`src/rtl/oc_recovery_pkg.sv`:
```
// ============================================================================
// oc_pkg : shared state encodings and widths for overcurrent recovery + LEDs
// Rev 1.0
// ============================================================================
`default_nettype none

package oc_pkg;

  localparam int STATE_W = 3;
  localparam int RETRY_W = 4;

  typedef enum logic [STATE_W-1:0] {
    ST_RUN     = 3'd0,
    ST_COOL    = 3'd1,
    ST_CLEAR   = 3'd2,
    ST_SETTLE  = 3'd3,
    ST_LOCKOUT = 3'd4
  } state_e;

  function automatic logic [RETRY_W-1:0] sat_inc(input logic [RETRY_W-1:0] v);
    return (v == '1) ? v : RETRY_W'(v + 1'b1);
  endfunction

endpackage

`default_nettype wire

```
`src/rtl/oc_recovery_if.sv`:
```
// ============================================================================
// oc_recovery_if : latch/driver-side signal bundle of oc_recovery
// Rev 1.0
// ============================================================================
`default_nettype none

interface oc_recovery_if;
  import oc_pkg::*;

  logic               oc;
  logic [1:0]         en_req;
  logic               clear_fault;
  logic [1:0]         en_out;
  logic               oc_clear;
  logic               fault;
  logic [RETRY_W-1:0] retry_cnt;
  logic [STATE_W-1:0] state;

  modport master (
    output oc, en_req, clear_fault,
    input  en_out, oc_clear, fault, retry_cnt, state
  );

  modport slave (
    input  oc, en_req, clear_fault,
    output en_out, oc_clear, fault, retry_cnt, state
  );

endinterface

`default_nettype wire

```
`src/rtl/oc_recovery_cycle_timer.sv`:
```
// ============================================================================
// cycle_timer : up/down counter with load, clear, enable and terminal flag
// Rev 1.0
// ============================================================================
`default_nettype none

module cycle_timer #(
  parameter int W = 32
) (
  input  wire logic         clk,
  input  wire logic         reset,
  input  wire logic         clr,
  input  wire logic         load,
  input  wire logic [W-1:0] load_val,
  input  wire logic         en,
  input  wire logic         up,
  input  wire logic [W-1:0] term_val,
  output logic              hit
);

  logic [W-1:0] count_q;
  logic [W-1:0] count_d;

  always_comb begin
    count_d = count_q;
    if (clr) begin
      count_d = '0;
    end else if (load) begin
      count_d = load_val;
    end else if (en) begin
      count_d = up ? W'(count_q + 1'b1) : W'(count_q - 1'b1);
    end
  end

  always_ff @(posedge clk) begin
    if (!reset) begin
      count_q <= '0;
    end else begin
      count_q <= count_d;
    end
  end

  assign hit = (count_q == term_val);

endmodule

`default_nettype wire

```
`src/rtl/oc_recovery.sv`:
```
// ============================================================================
// oc_recovery : gates motor enables on overcurrent, retries after cooldown,
//               locks out after too many consecutive trips
// Rev 1.0
// ============================================================================
`default_nettype none

module oc_recovery #(
  parameter logic [31:0] COOLDOWN    = 32'd1000000,
  parameter int unsigned MAX_RETRIES = 3,
  parameter logic [31:0] STABLE      = 32'd4000000
) (
  input  wire logic     clk,
  input  wire logic     reset,
  oc_recovery_if.slave  bus
);
  import oc_pkg::*;

  localparam logic [RETRY_W-1:0] MAX_R = RETRY_W'(MAX_RETRIES);

  state_e             state_q,  state_d;
  logic [RETRY_W-1:0] retry_q,  retry_d;
  logic [1:0]         en_reg_q, en_reg_d;

  logic cool_load, cool_en, cool_hit;
  logic stab_clr, stab_en, stab_hit;

  cycle_timer #(.W(32)) u_cool (
    .clk      (clk),
    .reset    (reset),
    .clr      (1'b0),
    .load     (cool_load),
    .load_val (COOLDOWN - 32'd1),
    .en       (cool_en),
    .up       (1'b0),
    .term_val (32'd0),
    .hit      (cool_hit)
  );

  cycle_timer #(.W(32)) u_stable (
    .clk      (clk),
    .reset    (reset),
    .clr      (stab_clr),
    .load     (1'b0),
    .load_val (32'd0),
    .en       (stab_en),
    .up       (1'b1),
    .term_val (STABLE - 32'd1),
    .hit      (stab_hit)
  );

  always_comb begin
    state_d   = state_q;
    retry_d   = retry_q;
    cool_load = 1'b0;
    cool_en   = 1'b0;
    stab_clr  = 1'b0;
    stab_en   = 1'b0;

    case (state_q)
      ST_RUN: begin
        if (bus.oc) begin
          retry_d  = sat_inc(retry_q);
          stab_clr = 1'b1;
          if (retry_d > MAX_R) begin
            state_d = ST_LOCKOUT;
          end else begin
            state_d   = ST_COOL;
            cool_load = 1'b1;
          end
        end else if (stab_hit) begin
          retry_d  = '0;
          stab_clr = 1'b1;
        end else begin
          stab_en = 1'b1;
        end
      end
      ST_COOL: begin
        if (cool_hit) begin
          state_d = ST_CLEAR;
        end else begin
          cool_en = 1'b1;
        end
      end
      ST_CLEAR:  state_d = ST_SETTLE;
      ST_SETTLE: state_d = ST_RUN;
      ST_LOCKOUT: begin
        if (bus.clear_fault) begin
          retry_d = '0;
          state_d = ST_CLEAR;
        end
      end
      default: state_d = ST_CLEAR;
    endcase

    // The clean-run window only accumulates while actually running.
    if (state_q != ST_RUN) begin
      stab_clr = 1'b1;
    end

    en_reg_d = ((state_q == ST_RUN) && (state_d == ST_RUN)) ? bus.en_req : 2'b00;
  end

  always_ff @(posedge clk) begin
    if (!reset) begin
      state_q  <= ST_CLEAR;
      retry_q  <= '0;
      en_reg_q <= 2'b00;
    end else begin
      state_q  <= state_d;
      retry_q  <= retry_d;
      en_reg_q <= en_reg_d;
    end
  end

  // Combinational gate on oc so cutoff never waits for a clock edge.
  assign bus.en_out    = reset ? (en_reg_q & {2{~bus.oc}}) : 2'b00;
  assign bus.oc_clear  = reset && (state_q == ST_CLEAR);
  assign bus.fault     = (state_q == ST_LOCKOUT);
  assign bus.retry_cnt = retry_q;
  assign bus.state     = state_q;

endmodule

`default_nettype wire

```
`src/flat_wrapper.sv`:
```
// flat-port wrapper written by rule: the top's interface ports become plain ports
module oc_recovery_flat import oc_pkg::*;
#(
  parameter logic [31:0] COOLDOWN    = 32'd1000000,
  parameter int unsigned MAX_RETRIES = 3,
  parameter logic [31:0] STABLE      = 32'd4000000
)
  (clk, reset, bus_oc, bus_en_req, bus_clear_fault, bus_en_out, bus_oc_clear, bus_fault, bus_retry_cnt, bus_state);
  oc_recovery_if bus_i ();
  input  wire logic clk;
  input  wire logic reset;
  input wire logic [$bits(bus_i.oc)-1:0] bus_oc;
  input wire logic [$bits(bus_i.en_req)-1:0] bus_en_req;
  input wire logic [$bits(bus_i.clear_fault)-1:0] bus_clear_fault;
  output wire logic [$bits(bus_i.en_out)-1:0] bus_en_out;
  output wire logic [$bits(bus_i.oc_clear)-1:0] bus_oc_clear;
  output wire logic [$bits(bus_i.fault)-1:0] bus_fault;
  output wire logic [$bits(bus_i.retry_cnt)-1:0] bus_retry_cnt;
  output wire logic [$bits(bus_i.state)-1:0] bus_state;
  assign bus_i.oc = bus_oc;
  assign bus_i.en_req = bus_en_req;
  assign bus_i.clear_fault = bus_clear_fault;
  assign bus_en_out = bus_i.en_out;
  assign bus_oc_clear = bus_i.oc_clear;
  assign bus_fault = bus_i.fault;
  assign bus_retry_cnt = bus_i.retry_cnt;
  assign bus_state = bus_i.state;
  oc_recovery #(.COOLDOWN(COOLDOWN), .MAX_RETRIES(MAX_RETRIES), .STABLE(STABLE)) u_core (.clk(clk), .reset(reset), .bus(bus_i));
endmodule
```
`config.mk`:
```
export PLATFORM = sky130hd
export DESIGN_NAME = oc_recovery_flat
export DESIGN_NICKNAME = d
export VERILOG_FILES = /design/src/rtl/oc_recovery_pkg.sv /design/src/rtl/oc_recovery_if.sv /design/src/rtl/oc_recovery_cycle_timer.sv /design/src/rtl/oc_recovery.sv /design/src/flat_wrapper.sv
export SDC_FILE = /design/constraint.sdc
export NUM_CORES = 1
export LEC_CHECK = 0
export CORE_MARGIN = 1
export CORE_UTILIZATION = 64
export CTS_BUF_LIST = sky130_fd_sc_hd__clkbuf_4 sky130_fd_sc_hd__clkbuf_8 sky130_fd_sc_hd__clkbuf_16
export DETAILED_ROUTE_END_ITERATION = 16
export PLACE_DENSITY = 0.93
export SLEW_MARGIN = 15
export SYNTH_ARGS = -nofsm -noshare
export SYNTH_HDL_FRONTEND = slang
export SYNTH_SLANG_ARGS = --single-unit
```
`constraint.sdc`:
```
create_clock -name clk -period 5.9 [get_ports clk]
set_input_delay 1.77 -clock clk [delete_from_list [all_inputs] [get_ports clk]]
set_output_delay 1.77 -clock clk [all_outputs]
set_load 0.05 [all_outputs]
```
== After elaboration in Yosys (flattened, before gate mapping) ==
Index checks and enable logic that the tools add are counted.
Storage, ports and cells
  RAM bits: 0
  logic and storage cells: 58
  latch bits: 0
  memories kept: 0
  memory bits (read-only): 0
  flip-flop bits (word level): 73
Operators by class
  $mul: 0
  reductions and logical operators: 12
  bitwise logic cells: 3
  add/sub/neg operators: 3
  eq/ne operators: 8
  muxes and demuxes: 25
  $lt $le $gt $ge: 1
  shift operators: 0
  divide/modulo/power cells: 0
Operator list (number)
  $mux W20: 2
  $add A32 B1 Y32 const B: 1
  $eq A32 B22 Y1 const B: 1
  $logic_not A32 Y1: 1
  $sub A32 B1 Y32 const B: 1
  $mux W4: 4
  $pmux W3 S5: 1
  $mux W1: 12
  $mux W3: 4
  $pmux W4 S2: 1
  $eq A3 B2 Y1 const B: 2
  $logic_not A3 Y1: 2
  $add A4 B1 Y4 const B: 1
  $eq A4 B4 Y1 const B: 1
  $gt A4 B2 Y1 const B: 1
  $reduce_bool A2 Y1: 2
  $reduce_or A2 Y1: 2
  $eq A3 B1 Y1 const B: 1
  $eq A3 B3 Y1 const B: 1
  $ne A3 B2 Y1 const B: 1
  $reduce_and A3 Y1: 1
  $reduce_bool A3 Y1: 1
  $and A2 B2 Y2: 1
  $logic_and A1 B1 Y1: 2
  other kinds (4): 5

== Depth between registers and ports, before layout ==
  depth after elaboration: 9
  mapped depth: 8
  depth with buffers taken out: 7

== Modules after synthesis ==
A second synthesis with hierarchy kept.
Second synthesis, totals
  cells, all modules: 1014
  area total of the unflattened synthesis: 7738.7 um^2
Modules (own cells, without submodules)
  cycle_timer at u_core.u_stable: cells an instance 483, area each 3614.7 um^2, times used 1
  cycle_timer at u_core.u_cool: cells an instance 471, area each 3580.9 um^2, times used 1
  oc_recovery: cells an instance 60, area each 543.0 um^2, times used 1

== Least setup slack after synthesis ==
No wires, ideal clock.
  path type: input port to output port
  from: input port reset
  to: output port bus_en_out[0]
  slack: 774 ps
  stages: 3
  path buffers: 1
  data required time: 4130 ps
  arrival time: 3356 ps
  cell sequence: clkbuf_1 -> inv_1 -> nor3b_1
Between the ends
  longest elaborated chain between the ends: 1
Ends and longest elaborated chain
  from (decl): line flat_wrapper.sv:11  | input wire logic reset;
  $mux W2: line oc_recovery.sv:117  | assign bus.en_out = reset ? (en_reg_q & {2{~bus.oc}}) : 2'b00;
  to (decl): line flat_wrapper.sv:15  | output wire logic [$bits(bus_i.en_out)-1:0] bus_en_out;
Every way passes these cells.

== Worst setup path after layout ==
  from: input port reset
  to: output port bus_oc_clear
Between the ends
  longest elaborated chain between the ends: 1
Ends and longest elaborated chain
  $logic_and A1 B1 Y1: line oc_recovery.sv:118  | assign bus.oc_clear = reset && (state_q == ST_CLEAR);
  to (decl): line flat_wrapper.sv:16  | output wire logic [$bits(bus_i.oc_clear)-1:0] bus_oc_clear;
Every way passes these cells.

==> impl_metrics.csv <==
group,metric,value,unit
sta,maxSlewViolCount,0,
sta,fin_setup_tns,0,ps
finish,synthToLayoutAreaGrowth,12.1,%
setup_path,required,4130,ps
synthesis,syn_inst,415,
setup_path,cp_common_cell,"clkdlybuf4s50_1",
sta,finalClockSkew,9.72,ps
clocking,cts_resized,0,
worst_hold_path,hp-start,"u_core.u_stable.count_q[0]$_SDFFE_PP0P_",
grt,grt_pass1_vias,2998,
clocking,post_cts_buffers,0,
synthesis,ys_warn_count,0,
sta,hold_violations,0,
synthesis,yosysSeqAreaShare,0.406,
clocking,cts.path.max_buffers,2,
detailed_routing,ant_nets,0,
clocking,worst_skew_pair.late_latency,350,ps
synthesis,ys_types,50,
sta,finalCritPeriodShare,0.854,
clocking,cts_made_buffers,9,
outcome,outcome,"finished clean",
clocking,root_buffer,"clkbuf_8",
place,io_buffer_count,16,
setup_path,setup.worst_path.start_class,"primary input",
grt,grt_max_degree,32,
grt,grt_overflow_total,0,
grt,antenna_found_initial,0,
detailed_routing,vias,3155,
synthesis,synth_edf_count,0,
finish,final_common_cell,"dfxtp_1",
setup_path,reg2regPathDepth,5,
sta,final.setup.worst_slack,861,ps
setup_path,critPathCaptureType,"primary output",
clocking,cts_sinks,73,
floorplanning,start_util,0.683,
worst_hold_path,hold_path.class,"reg2reg",
detailed_routing,wl_per_cell,15.6,um
detailed_routing,via_per_inst,6.28,
floorplanning,coreArea,5270,um^2
floorplanning,die_h,77.0,um
setup_path,timing.rr.start,"u_core.u_cool.count_q[2]$_SDFFE_PN0P_",
setup_path,cp-startpoint,"reset",
place,place_congestion,0.865,
setup_path,arrival,3270,ps
finish,seq_area,1460,um^2
finish,fill_cells,360,
power_and_ir_drop,ir_drop,0.214,mV
setup_path,critPathSlowestCell,"clkdlybuf4s50_1",
setup_path,crit_fanout,2,
detailed_routing,drtIter0Drc,167,
floorplanning,ios,17,
floorplanning,die-width,77.0,um
power_and_ir_drop,p_leak,1.40,nW
grt,grt_usage,0.274,
sta,worst_pin_slew,1150,ps
detailed_routing,routed_wl,7840,um
detailed_routing,post-route-drc-count,0,
finish,final_cell_mix,"dfxtp_1, nor2_1, xor2_1",
setup_path,r2r_slack,3010,ps
finish,nets,437,
detailed_routing,first_pass_iters,4,
clocking,postCtsHoldBufs,0,
floorplanning,rows,26,
place,dp_slack,847,ps
setup_path,critPathKind,"in2out",
sta,setup_viol,0,
sta,fin_crit,5040,ps
finish,multi_input_area,2040,um^2
synthesis,synth-async-reset-ratio,0,
grt,grt_first_pass_wirelength,13100,um
synthesis,synth_ff_type,"dfxtp_1",
finish,fin_cells,502,
clocking,h-tree-depth,3,
finish,diodes,0,
setup_path,max_stage_delay,820,ps
place,dp.cells,486,
sta,relSlewSlack,0.233,
sta,max_freq,0.198,GHz
synthesis,ys_ff_latch,73,
clocking,clk_pin_slew,70,ps
finish,drive_gt1_frac,0.0880,
power_and_ir_drop,powerDensity,300,nW/um^2
floorplanning,fp.dieArea,5930,um^2
clocking,cts_tree,"built",
finish,post-route-util,0.766,
sta,rsz0062_at_grt,"no",
synthesis,synthesis.area,3600,um^2
run,maxCapViolCount,0,
setup_path,crit_chain,"clkdlybuf4s50_1 > nand2_1 > nor3_1 > clkdlybuf4s50_1",
worst_hold_path,min_path_cells,1,
place,dp_hpwl,5390,um
synthesis,syn_area_per_cell,8.68,um^2
synthesis,synth_nets,425,
-- state kept, by name (all words and copies together), names as in the netlist --
name,cells
u_core.u_cool.count_q,32
u_core.bus.state,3
u_core.bus.retry_cnt,4
u_core.en_reg_q,2
u_core.u_stable.count_q,32
-- layout make-up --
class / count / area share
clock buffer: 11 / 0.0360
tap: 70 / 0.0217
sequential: 73 / 0.362
inverter: 9 / 0.00837
timing repair buffer: 20 / 0.0459
clock inverter: 5 / 0.0195
multi-input combinational: 314 / 0.507
-- report_power, final --
group | leakage [nW] | switching, W | internal [W] | total (W)
combinational | 0.694 | 0.000146 | 0.0000928 | 0.000239
clock | 0.117 | 0.000179 | 0.000254 | 0.000433
sequential | 0.590 | 0.0000278 | 0.000513 | 0.000540
total | 1.40 | 0.000353 | 0.000859 | 0.00121
-- critical path, delay by kind of cell --
family / cells / cell delay, ps
and+or+nand+nor: 2 / 200
buffers and inverters: 2 / 1300
-- cell families after synthesis --
| kind of cell | count (synthesis) | share of synthesized area |
|---|---|---|
| AOI/OAI and AO/OA | 80 | 0.155 |
| and+or+nand+nor | 197 | 0.312 |
| buffers and inverters | 28 | 0.0330 |
| xor gates and xnor gates | 33 | 0.0803 |
| DFF | 73 | 0.406 |
| adders and majority gates | 4 | 0.0139 |
-- layer usage --
metal / wire, um / vias to the layer above / GRT usage
met1: 3440 / 1514 / 0.306
met2: 4030 / 59 / 0.505
met3: 275 / 11 / 0.0631
met4: 99 / 0 / 0.0925
met5: 0 / - / 0
li1: - / 1571 / -
-- through the flow --
step,cell area (um^2),total power (W),hold slack (ps)
after floorplan,3600,0.000740,430
after global placement,3810,0.000774,441
after detailed placement,3810,0.000783,461
after CTS,4030,0.00121,478
after global routing,4040,0.00126,502
final,4040,0.00121,480
-- synthesized netlist by cell type, drive strengths merged, types with 15 or more instances --
master / number / area share
dfxtp: 73 / 0.41
nor2: 47 / 0.049
xor2: 24 / 0.058
a21oi: 21 / 0.029
nand3: 18 / 0.025
or3: 18 / 0.031
nand2: 17 / 0.018
nand4: 17 / 0.030
nor4: 16 / 0.034
clkbuf: 15 / 0.016
-- final timing paths --
| kind | endpoint |
|---|---|
| max | bus_oc_clear |
| min | u_core.u_stable.count_q[0]$_SDFFE_PP0P_ |
| max reg2reg | u_core.u_cool.count_q[4]$_SDFFE_PN0P_ |
| min reg2reg | u_core.u_stable.count_q[0]$_SDFFE_PP0P_ |
Power figures use the tool's default switching activity.
